File: src/rtl/serial_pattern_tx.sv
`default_nettype none
// ============================================================================
//  Module   : serial_pattern_tx
//  Purpose  : Step-driven serial pattern generator. On start, captures a
//             pattern word D and frame length L+1, then presents one bit per
//             step pulse on X, MSB of the frame (D[L]) first. One-shot or
//             continuous repeat selected by M at each frame's final step.
//  Ports    : clk    - system clock, rising edge
//             reset  - synchronous active-high reset
//             step   - single-cycle advance pulse
//             start  - load-and-begin request (ignored while sending)
//             M      - 0 = one-shot, 1 = continuous repeat
//             D[15:0]- pattern word
//             L[3:0] - frame length minus one
//             X      - serial bit out
//             valid  - X carries a pattern bit
//             busy   - frame in progress
//             done   - one-cycle pulse after the completing step
//             cnt    - index of the bit currently on X
//  Revision : 1.0  initial release
// ============================================================================
module serial_pattern_tx (
    input  logic        clk,
    input  logic        reset,
    input  logic        step,
    input  logic        start,
    input  logic        M,
    input  logic [15:0] D,
    input  logic [3:0]  L,
    output logic        X,
    output logic        valid,
    output logic        busy,
    output logic        done,
    output logic [3:0]  cnt
);

    typedef enum logic [0:0] {
        ST_IDLE = 1'b0,
        ST_SEND = 1'b1
    } state_t;

    state_t      r_state;
    state_t      w_state_nxt;
    logic [15:0] r_sr;
    logic [15:0] w_sr_nxt;
    logic [15:0] r_pat;
    logic [15:0] w_pat_nxt;
    logic [3:0]  r_len;
    logic [3:0]  w_len_nxt;
    logic [3:0]  r_cnt;
    logic [3:0]  w_cnt_nxt;
    logic        r_done;
    logic        w_done_nxt;
    logic        w_x;
    logic        w_valid;
    logic        w_busy;
    logic [3:0]  w_load_shamt;
    logic [3:0]  w_reload_shamt;

    // Left-align the frame so that its first bit (D[L]) sits at sr[15].
    assign w_load_shamt   = 4'd15 - L;
    assign w_reload_shamt = 4'd15 - r_len;

    always_ff @(posedge clk) begin
        if (reset) begin
            r_state <= ST_IDLE;
            r_sr    <= 16'd0;
            r_pat   <= 16'd0;
            r_len   <= 4'd0;
            r_cnt   <= 4'd0;
            r_done  <= 1'b0;
        end else begin
            r_state <= w_state_nxt;
            r_sr    <= w_sr_nxt;
            r_pat   <= w_pat_nxt;
            r_len   <= w_len_nxt;
            r_cnt   <= w_cnt_nxt;
            r_done  <= w_done_nxt;
        end
    end

    always_comb begin
        w_state_nxt = r_state;
        w_sr_nxt    = r_sr;
        w_pat_nxt   = r_pat;
        w_len_nxt   = r_len;
        w_cnt_nxt   = r_cnt;
        w_done_nxt  = 1'b0;
        w_x         = 1'b0;
        w_valid     = 1'b0;
        w_busy      = 1'b0;

        case (r_state)
            ST_IDLE: begin
                // A step arriving with start is deliberately dropped so the
                // first bit is always presented with cnt = 0.
                if (start) begin
                    w_pat_nxt   = D;
                    w_len_nxt   = L;
                    w_sr_nxt    = D << w_load_shamt;
                    w_cnt_nxt   = 4'd0;
                    w_state_nxt = ST_SEND;
                end
            end

            ST_SEND: begin
                w_x     = r_sr[15];
                w_valid = 1'b1;
                w_busy  = 1'b1;
                if (step) begin
                    if (r_cnt == r_len) begin
                        w_done_nxt = 1'b1;
                        w_cnt_nxt  = 4'd0;
                        if (M) begin
                            w_sr_nxt = r_pat << w_reload_shamt;
                        end else begin
                            w_state_nxt = ST_IDLE;
                        end
                    end else begin
                        w_sr_nxt  = {r_sr[14:0], 1'b0};
                        w_cnt_nxt = r_cnt + 4'd1;
                    end
                end
            end

            default: begin
                w_state_nxt = ST_IDLE;
            end
        endcase
    end

    assign X     = w_x;
    assign valid = w_valid;
    assign busy  = w_busy;
    assign done  = r_done;
    assign cnt   = r_cnt;

endmodule
`default_nettype wire

File: config.mk
export PLATFORM = sky130hd
export DESIGN_NAME = serial_pattern_tx
export DESIGN_NICKNAME = d
export VERILOG_FILES = /design/src/rtl/serial_pattern_tx.sv
export SDC_FILE = /design/constraint.sdc
export NUM_CORES = 1
export LEC_CHECK = 0
export BUFFER_PORTS_ARGS = -buffer_cell sky130_fd_sc_hd__buf_2
export CORE_ASPECT_RATIO = 0.6
export CORE_MARGIN = 10
export CORE_UTILIZATION = 40
export DETAILED_ROUTE_END_ITERATION = 12
export PLACE_DENSITY = 0.62
export SYNTH_ARGS = -nofsm -noshare
export SYNTH_HDL_FRONTEND = slang
export SYNTH_SLANG_ARGS = --single-unit
File: constraint.sdc
create_clock -name clk -period 1.95 [get_ports clk]
set_input_delay 0 -clock clk [delete_from_list [all_inputs] [get_ports clk]]
set_output_delay 0 -clock clk [all_outputs]
set_load 0.05 [all_outputs]
Word-level counts from Yosys, hierarchy flattened
Cells that the tools add are included.
{ "word_totals": {"word_cells": 38, "ff_bits": 42, "output_inout_bits": 8, "input_bits": 25} }
{ "op_classes": {"mux": 17, "eq_ne": 4, "addsub": 3, "bitwise": 2, "n_shift": 2, "n_reduce_logical": 4} }
{ "op_table": {"columns": ["op", "n"], "rows": [
  ["two-way mux 16 bit", 4],
  ["one-hot mux 16 bit (2 select lines)", 1],
  ["<< shifter 16 x 4 -> 16 bit", 2],
  ["two-way mux 4 bit", 3],
  ["one-hot mux 4 bit (2 select lines)", 1],
  ["subtractor 4 bit, first input constant", 2],
  ["two-way mux 1 bit", 7],
  ["adder 4 x 1 -> 4 bit, second input constant", 1],
  ["== test 4 bit", 1],
  ["!= test 2 bit, second input constant", 2],
  ["AND reduction 2 bit", 2],
  ["!= test 3 bit, second input constant", 1],
  ["AND reduction 3 bit", 1],
  ["OR reduction 3 bit", 1],
  ["NOT 1 bit", 2],
  ["one-hot mux 1 bit (2 select lines)", 1]
]} }

Depth between registers and ports, before layout
Gate-level depths: netlist of the first run.
{ "logic_depth": {"word_depth": 6, "depth_mapped": 8, "mapped_depth_nobuf": 5} }

Least setup slack after synthesis of the first run
OpenSTA, ideal clock, no wires.
{ "synth_path": {"path_kind": "register to register", "start": "register r_cnt[0] (netlist: cnt[0])", "end": "register r_sr[7]", "arrival_ps": 2146, "path_stages_with_launch": 8, "slack_ps": -284, "n_path_buf": 2, "t_required_ps": 1862, "setup_time_ps": 88, "synth_period_minus_slack_ps": 2234, "path_cell_list": "dfxtp_1 > xor2_2 > or4_4 > buf_6 > buf_6 > nor3_2 > o21ai_1 > a311oi_2"} }
{ "synth_via": {"elab_chain_len": 4, "word_cells_on_any_way": 6, "classes_between": "2 x eq/ne; 3 x mux; 1 x reduce/logical"} }
{ "synth_rtl": {"columns": ["element", "line", "rtl"], "rows": [
  ["from (decl)", "50", "logic [3:0] r_cnt;"],
  ["from (signal assigned)", "77", "r_cnt <= w_cnt_nxt;"],
  ["== test 4 bit (*)", "111", "if (r_cnt == r_len) begin"],
  ["two-way mux 16 bit", "111", null],
  ["two-way mux 16 bit", "110", "if (step) begin"],
  ["one-hot mux 16 bit (2 select lines)", "93", "case (r_state)"],
  ["to (signal assigned)", "74", "r_sr <= w_sr_nxt;"],
  ["to (decl)", "44", "logic [15:0] r_sr;"]
]} }
Mark *: on every way between the ends. The rest lies on a longest branch, timed or not. The select of a mux whose other input is x is not followed.
A chain may end at the register's enable or synchronous reset.

Worst setup path after layout of the first run
{ "layout_path": {"start": "register r_cnt[1] (netlist: cnt[1])", "end": "register r_sr[8]"} }
Same word-level chain as after synthesis.

==> insert_results.sql, run 1 <==
INSERT INTO impl_metrics (metric_group, metric, value, unit) VALUES
('floorplanning', 'die_width', '138', 'µm'),
('sta', 'max_freq', '518', 'MHz'),
('finish', 'instances_no_fill', '534', ''),
('sta', 'fin_crit_sh', '99.0', '%'),
('yosys', 'synthCells', '377', ''),
('floorplanning', 'rows', '25', ''),
('worst_setup_path', 'crit_path_top_delay_cell', 'sky130_fd_sc_hd__or4_4', ''),
('placement', 'dp_hpwl', '8.04', 'mm'),
('finish', 'n_antenna_cell', '0', ''),
('yosys', 'post_synth_instance_area', '3340', 'µm²'),
('sta', 'layout_setup_ws', '0.0195', 'ns'),
('worst_setup_path', 'worstPathMaxFanout', '8', ''),
('yosys', 'count_leader_synth', 'sky130_fd_sc_hd__nand2_1', ''),
('worst_setup_path', 'critPathRequiredTime', '2.18', 'ns'),
('yosys', 'yosys.area_share.xor_xnor', '1.27', '%'),
('yosys', 'synth_top_family_by_area', 'multiplexers', ''),
('placement', 'dp.cells', '517', ''),
('yosys', 'syn_nets', '403', ''),
('detailed_routing', 'routed-via-count', '3240', ''),
('run_status', 'run_status', 'complete, no violations', ''),
('floorplanning', 'dieArea', '12500', 'µm²'),
('run', 'drv.max_cap_violation_count', '0', ''),
('worst_setup_path', 'critPathMaxStageDelay', '0.67', 'ns'),
('min_path', 'min_delay_path_depth', '3', ''),
('yosys', 'post_synthesis_simple_gate_area_fraction', '20.2', '%'),
('clocking', 'tritoncts_num_sinks', '42', ''),
('grt', 'grt_util_all_layers', '17.2', '%'),
('yosys', 'synth_commonest_cells', 'sky130_fd_sc_hd__nand2_1 (66), sky130_fd_sc_hd__dfxtp_1 (42), sky130_fd_sc_hd__a21oi_1 (37)', ''),
('yosys', 'synth-edff-count', '0', ''),
('detailed_routing', 'firstDrtPassIters', '6', ''),
('worst_setup_path', 'critical_path_data_arrival_time', '2.16', 'ns'),
('sta', 'worst_slew_pin_slew', '0.693', 'ns'),
('sta', 'rsz0062_at_grt', 'yes', ''),
('grt', 'grt_max_degree', '33', ''),
('detailed_routing', 'antenna_left', '0', ''),
('detailed_routing', 'finalWirelength', '10.9', 'mm'),
('worst_setup_path', 'reg_to_reg_start', 'cnt[1]', ''),
('grt', 'vias_in_the_first_global_route', '3075', ''),
('sta', 'timing.max_slew.rel_slack', '53.8', '%'),
('power_and_ir_drop', 'power_leakage', '1.56', 'nW'),
('clocking', 'clock_slew_seen_by_the_registers_of_the_worst_setup_and_hold_paths', '0.07', 'ns'),
('power_and_ir_drop', 'vdd.ir_drop.worst', '0.336', 'mV'),
('placement', 'gp_routability_congestion', '0.929', ''),
('finish', 'syn_to_final_growth', '24.6', '%'),
('yosys', 'post_synth_num_cell_types', '57', ''),
('clocking', 'cts.htree.levels', '2', ''),
('floorplanning', 'initial_core_util', '41.7', '%'),
('yosys', 'synth.area.top_cells', 'sky130_fd_sc_hd__dfxtp_1 (25%), sky130_fd_sc_hd__mux4_2 (19%), sky130_fd_sc_hd__nand2_1 (7.4%)', ''),
('floorplanning', 'dieHeight', '90.8', 'µm'),
('yosys', 'seq_area_frac_synth', '25.2', '%'),
('yosys', 'synth-compound-area-share', '19.2', '%'),
('worst_setup_path', 'reg2reg_slack', '0.02', 'ns'),
('yosys', 'fraction_of_registers_with_async_set_or_reset_after_synthesis', '0', '%'),
('yosys', 'yosysWarningCount', '0', ''),
('worst_setup_path', 'worstSetupStartpointType', 'flop', ''),
('placement', 'dp_worst_setup_slack', '-0.0375', 'ns'),
('clocking', 'clkLatencyLatePin', '0.30', 'ns'),
('power_and_ir_drop', 'power.density_cell_area', '669', 'nW/µm²'),
('worst_setup_path', 'crit_path_cell_trace', 'xor2_4 > or4_4 > buf_4 > mux2i_1 > nand4_1 > a21oi_1', ''),
('min_path', 'hold_path_end', 'r_pat[12]', ''),
('worst_setup_path', 'regToRegEndpoint', 'r_sr[8]', ''),
('grt', 'antenna_found_initial', '0', ''),
('clocking', 'cts_made_buffers', '5', ''),
('detailed_routing', 'drt_first_iter_violations', '352', ''),
('sta', 'slew_viol_final', '0', ''),
('floorplanning', 'design.core.area', '8010', 'µm²'),
('worst_setup_path', 'timing.critical_path.to_type', 'flop', ''),
('worst_setup_path', 'r2r_cells', '6', ''),
('yosys', 'synth_ff_type', 'sky130_fd_sc_hd__dfxtp_1', ''),
('clocking', 'clock_tree_from_tritoncts', 'built', ''),
('finish', 'post_route_cells_drive_above_1_share', '34.0', '%');
[state kept, by name, summed over array words and instances, names as in the netlist]
register and count:
done 1, r_len 4, r_state 1, r_pat 16, r_sr 16, cnt 4
[metal layers]
layer  GRT usage [%]  share of wire, %  vias to the layer above
met5               0                 0                        -
met4            3.72               1.3                        0
met3            5.06                11                       16
met2            23.5                41                      172
met1            25.6                47                     1540
li1                -                 -                     1512
[critical path: cells and delay by family, from the launching register on]
kind                   cells  cell delay, ns
multiplexers               1            0.17
buffers and inverters      1            0.20
flip-flops                 1            0.37
AND/OR/NAND/NOR            2            0.79
XOR/XNOR                   1            0.20
AO/OA/AOI/OAI              1            0.13
[report_power, final]
| part | leakage (nW) | total, mW | internal [mW] | switching, mW |
|---|---|---|---|---|
| Sequential | 0.350 | 0.991 | 0.921 | 0.0693 |
| Clock | 0.0836 | 0.964 | 0.600 | 0.364 |
| Combinational | 1.13 | 0.830 | 0.363 | 0.466 |
[final cells by class]
| cell class | instances | area (µm²) |
|---|---|---|
| fillers | 754 | 3850 |
| multi-input cells | 293 | 2420 |
| flip-flops and latches | 42 | 861 |
| repair buffers | 76 | 548 |
| well taps | 108 | 135 |
| clock buffers | 5 | 125 |
| clock inverters | 3 | 40.0 |
| inverters | 7 | 26.3 |
[worst max-delay path by stage]
stage / end / cells past startpoint / startpoint / slack, ns
after floorplan: r_sr[7] / 7 / cnt[2] / 0.005
after global placement: r_sr[12] / 6 / r_len[1] / 0.006
after detailed placement: r_sr[12] / 6 / r_len[1] / -0.04
after CTS: r_sr[12] / 5 / cnt[0] / -0.02
after global routing: r_sr[1] / 5 / cnt[1] / -0.03
final: r_sr[8] / 6 / cnt[1] / 0.02
[cell usage in the layout, fill, tap and decap left out, types with 3 or more instances in the layout]
master	n
sky130_fd_sc_hd__dlygate4sd3_1	7
sky130_fd_sc_hd__dfxtp_2	4
sky130_fd_sc_hd__and3_1	3
sky130_fd_sc_hd__a31oi_1	5
sky130_fd_sc_hd__nor3_1	6
sky130_fd_sc_hd__nor2b_1	5
sky130_fd_sc_hd__a21oi_1	35
sky130_fd_sc_hd__mux2i_1	18
sky130_fd_sc_hd__nand2_1	66
sky130_fd_sc_hd__and2_1	5
sky130_fd_sc_hd__xor2_2	3
sky130_fd_sc_hd__nor2_1	20
sky130_fd_sc_hd__buf_4	33
sky130_fd_sc_hd__a221oi_1	6
sky130_fd_sc_hd__o211ai_1	4
sky130_fd_sc_hd__dfxtp_4	4
sky130_fd_sc_hd__inv_1	5
sky130_fd_sc_hd__mux4_2	28
sky130_fd_sc_hd__nand4_1	3
sky130_fd_sc_hd__buf_2	32
sky130_fd_sc_hd__o21ai_1	4
sky130_fd_sc_hd__dfxtp_1	34
sky130_fd_sc_hd__clkbuf_16	5
sky130_fd_sc_hd__o21ai_0	6
sky130_fd_sc_hd__nand3_1	7
sky130_fd_sc_hd__a211oi_1	5
sky130_fd_sc_hd__nand3b_1	5
sky130_fd_sc_hd__mux2_1	8
sky130_fd_sc_hd__a311oi_1	3
[repair_timing]
item                                    in CTS  in global routing
buffers inserted                             0                  1
endpoints found under the setup margin       6                 13
cloned                                       1                  0
pin swaps                                    1                 15
hold buffers                                 7                  0
endpoints found under the hold margin        6                  0
gates resized for setup                      3                 26
[cell families (layout without fill, tap and decap cells)]
family                     Yosys count  in the layout
AOI/OAI and AO/OA                   95             95
and+or+nand+nor                    136            137
xor gates and xnor gates             4              4
adders and majority gates            1              1
muxes                               56             56
buffers and inverters               43             91
DFF                                 42             42
[stage by stage]
step | total power, mW | hold WS, ns | setup TNS, ns | instance area (µm²) | util, %
floorplan | 1.52 | 0.136 | 0 | 3350 | -
CTS | 2.75 | 0.00316 | -0.0331 | 4020 | 50.2
global placement | 1.75 | 0.268 | 0 | 3760 | 47.0
global route | 2.90 | 0.0161 | -0.163 | 4160 | 52.0
finish | 2.78 | 0.00403 | 0 | 4160 | 52.0
detailed placement | 1.77 | 0.272 | -0.0967 | 3760 | 47.0
(Power assumes the default switching activity.)
==> inputs of run 2 (changes only) <==
--- a/config.mk
+++ b/config.mk
@@ -11,6 +11,7 @@
 export CORE_UTILIZATION = 40
 export DETAILED_ROUTE_END_ITERATION = 12
 export PLACE_DENSITY = 0.62
+export RECOVER_POWER = 100
 export SYNTH_ARGS = -nofsm -noshare
 export SYNTH_HDL_FRONTEND = slang
 export SYNTH_SLANG_ARGS = --single-unit
==> run 2 against run 1 <==
Clock skew about the same. Power about the same. Via count up 0.15%. Core utilization down 0.062 points. Global-route usage unchanged. Critical path type unchanged. Sequential share of layout area about the same. Hold slack about the same. Maximum frequency about the same. Critical endpoint unchanged. Die area unchanged. Largest cell class unchanged. Setup slack about the same.
==> insert_results.sql, run 2 (synthesized netlist as in run 1, its figures left out) <==
INSERT INTO impl_metrics (metric_group, metric, value, unit) VALUES
('run_status', 'run_status', 'complete, no violations', ''),
('clocking', 'clock_slew_seen_by_the_registers_of_the_worst_setup_and_hold_paths', '0.07', 'ns'),
('run', 'drv.max_cap_violation_count', '0', ''),
('clocking', 'cts_made_buffers', '5', ''),
('grt', 'grt_overflow', '0', ''),
('power_and_ir_drop', 'part_of_the_power_in_registers', '35.6', '%'),
('worst_setup_path', 'worst_setup_path_class', 'flop to flop', ''),
('power_and_ir_drop', 'p_int', '1.88', 'mW'),
('min_path', 'start_point_of_the_worst_min_delay_path', 'D[12]', ''),
('finish', 'final_cell_mix', 'sky130_fd_sc_hd__nand2_1 (66), sky130_fd_sc_hd__a21oi_1 (35), sky130_fd_sc_hd__dfxtp_1 (34)', ''),
('clocking', 'clkLatencyLatePin', '0.30', 'ns'),
('detailed_routing', 'wire_per_inst', '20.4', 'µm'),
('min_path', 'min_delay_path_depth', '3', ''),
('sta', 'timing.max_slew.rel_slack', '53.8', '%'),
('floorplanning', 'dieArea', '12500', 'µm²'),
('finish', 'instances_no_fill', '534', ''),
('worst_setup_path', 'timing.critical_path.max_delay_family', 'simple AND/OR/NAND/NOR gates', ''),
('sta', 'timing.final.hold_violations', '0', ''),
('finish', 'largestRegisters', 'r_pat (16), r_sr (16)', ''),
('power_and_ir_drop', 'power.density_cell_area', '670', 'nW/µm²'),
('floorplanning', 'die_width', '138', 'µm'),
('detailed_routing', 'finalWirelength', '10.9', 'mm'),
('worst_setup_path', 'regToRegEndpoint', 'r_sr[8]', ''),
('sta', 'layout_setup_ws', '0.0193', 'ns'),
('placement', 'dp_worst_setup_slack', '-0.0375', 'ns'),
('clocking', 'tritoncts_num_sinks', '42', ''),
('finish', 'multiInputGateArea', '2420', 'µm²'),
('placement', 'gp_routability_congestion', '0.929', ''),
('grt', 'vias_in_the_first_global_route', '3075', ''),
('worst_setup_path', 'critPathRequiredTime', '2.18', 'ns'),
('detailed_routing', 'firstDrtPassIters', '6', ''),
('power_and_ir_drop', 'part_of_the_total_power_dissipated_in_the_clock_network', '34.6', '%'),
('sta', 'skew', '0.00569', 'ns'),
('sta', 'setup-tns-final', '0', 'ns'),
('floorplanning', 'design.core.area', '8010', 'µm²'),
('power_and_ir_drop', 'power_leakage', '1.55', 'nW'),
('worst_setup_path', 'reg2reg_slack', '0.02', 'ns'),
('placement', 'dp.cells', '517', ''),
('min_path', 'min_path_type', 'input port to flop', ''),
('power_and_ir_drop', 'vdd.ir_drop.worst', '0.336', 'mV'),
('worst_setup_path', 'crit_path_top_delay_cell', 'sky130_fd_sc_hd__or4_4', ''),
('finish', 'syn_to_final_growth', '24.5', '%'),
('finish', 'n_antenna_cell', '0', ''),
('grt', 'grt_util_all_layers', '17.2', '%'),
('min_path', 'hold_path_end', 'r_pat[12]', ''),
('floorplanning', 'rows', '25', ''),
('sta', 'fin_crit_sh', '99.0', '%'),
('worst_setup_path', 'reg_to_reg_start', 'cnt[1]', ''),
('power_and_ir_drop', 'swShare', '32.3', '%'),
('clocking', 'clock-root-buffer', 'sky130_fd_sc_hd__clkbuf_16', ''),
('worst_setup_path', 'critical_path_data_arrival_time', '2.16', 'ns'),
('worst_setup_path', 'r2r_cells', '6', ''),
('worst_setup_path', 'crit_path_cell_trace', 'xor2_4 > or4_4 > buf_4 > mux2i_1 > nand4_1 > a21oi_1', ''),
('sta', 'finalSetupViolCount', '0', ''),
('floorplanning', 'initial_core_util', '41.7', '%'),
('finish', 'final_common_cell', 'sky130_fd_sc_hd__nand2_1', ''),
('worst_setup_path', 'timing.critical_path.to_type', 'flop', ''),
('detailed_routing', 'routed_via_density', '6.08', ''),
('grt', 'antenna_found_initial', '0', ''),
('finish', 'post_route_cells_drive_above_1_share', '33.1', '%'),
('placement', 'placement.io_buffers', '32', ''),
('power_and_ir_drop', 'pwr-share-comb', '29.8', '%'),
('finish', 'fin_nets', '451', ''),
('finish', 'register_area', '861', 'µm²'),
('grt', 'grt_max_degree', '33', ''),
('worst_setup_path', 'critPathMaxStageDelay', '0.67', 'ns'),
('sta', 'slew_viol_final', '0', ''),
('detailed_routing', 'total_drc_errors_in_the_routed_layout', '0', ''),
('grt', 'global_route_wire_length_before_repair', '17.2', 'mm'),
('sta', 'max_freq', '518', 'MHz'),
('worst_setup_path', 'critical_path.n_buffers_inverters', '1', ''),
('placement', 'dp_hpwl', '8.04', 'mm'),
('finish', 'num-fill-cells', '758', ''),
('sta', 'worst_slew_pin_slew', '0.692', 'ns'),
('sta', 'finalWorstPathRequiredPeriod', '1.93', 'ns'),
('floorplanning', 'ios', '33', ''),
('clocking', 'clock_path_buffers', '2', ''),
('power_and_ir_drop', 'total_switching_power', '0.899', 'mW'),
('clocking', 'clock_tree_from_tritoncts', 'built', ''),
('detailed_routing', 'routed-via-count', '3245', ''),
('worst_setup_path', 'worstPathMaxFanout', '8', ''),
('detailed_routing', 'antenna_left', '0', ''),
('floorplanning', 'dieHeight', '90.8', 'µm'),
('sta', 'rsz0062_at_grt', 'yes', ''),
('clocking', 'cts.htree.levels', '2', ''),
('worst_setup_path', 'worstSetupStartpointType', 'flop', ''),
('detailed_routing', 'drt_first_iter_violations', '352', '');
## run 2: changes by cell type in the layout (fill, tap and decap cells not counted)
| cell | previous run | this run |
|---|---|---|
| sky130_fd_sc_hd__buf_2 | 32 | 28 |
| sky130_fd_sc_hd__clkbuf_1 | 0 | 4 |
## run 2: power by group through the flow
stage / sequential (mW) / clock, mW / combinational [mW]
floorplan: 0.988 / 0 / 0.533
global placement: 1.00 / 0 / 0.752
detailed placement: 1.00 / 0 / 0.765
CTS: 0.986 / 0.977 / 0.787
global route: 0.997 / 1.01 / 0.897
finish: 0.991 / 0.963 / 0.830
## run 2: worst register-to-register path, delay by kind of cell, from the launching register on
kind            cells  cell delay (ns)
mux                 1             0.17
flops               1             0.37
buf+inv             1             0.21
compound gates      1             0.13
xor+xnor            1             0.20
simple gates        2             0.79
## run 2: what timing repair did
| item | 4_1_cts | 5_1_grt |
|---|---|---|
| gates resized for setup | 3 | 26 |
| endpoints found under the setup margin | 6 | 13 |
| buffers inserted | 0 | 1 |
| hold buffers | 7 | 0 |
| hold endpoints to repair | 6 | 0 |
| pin swaps | 1 | 15 |
| gates cloned | 1 | 0 |
## run 2: metal layers
layer | wire length (µm) | GRT usage, %
met3 | 1250 | 5.06
met1 | 5070 | 25.6
met2 | 4420 | 23.5
met5 | 0 | 0
met4 | 140 | 3.72
## run 2: worst max path at each step
stage	start	to	slack, ns	depth (start not counted)
floorplan	cnt[2]	r_sr[7]	0.005	7
global placement	r_len[1]	r_sr[12]	0.006	6
detailed placement	r_len[1]	r_sr[12]	-0.04	6
CTS	cnt[0]	r_sr[12]	-0.02	5
global route	cnt[1]	r_sr[1]	-0.03	5
finish	cnt[1]	r_sr[8]	0.02	6
## run 2: through the flow
| step | instance area [µm²] | hold WS, ns | total power [mW] | utilization (%) |
|---|---|---|---|---|
| 2_1_floorplan | 3350 | 0.136 | 1.52 | - |
| 3_3_place_gp | 3760 | 0.268 | 1.75 | 47.0 |
| 3_5_place_dp | 3760 | 0.272 | 1.77 | 47.0 |
| 4_1_cts | 4020 | 0.00316 | 2.75 | 50.2 |
| 5_1_grt | 4160 | 0.0161 | 2.90 | 51.9 |
| 6_report | 4160 | 0.00421 | 2.78 | 51.9 |
## run 2: final cells by class
class | count | area share, %
multi-input cells | 293 | 58.4
flip-flops and latches | 42 | 20.7
repair buffers | 76 | 13.1
well taps | 108 | 3.25
clock buffers | 5 | 3.01
clock inverters | 3 | 0.964
inverters | 7 | 0.632
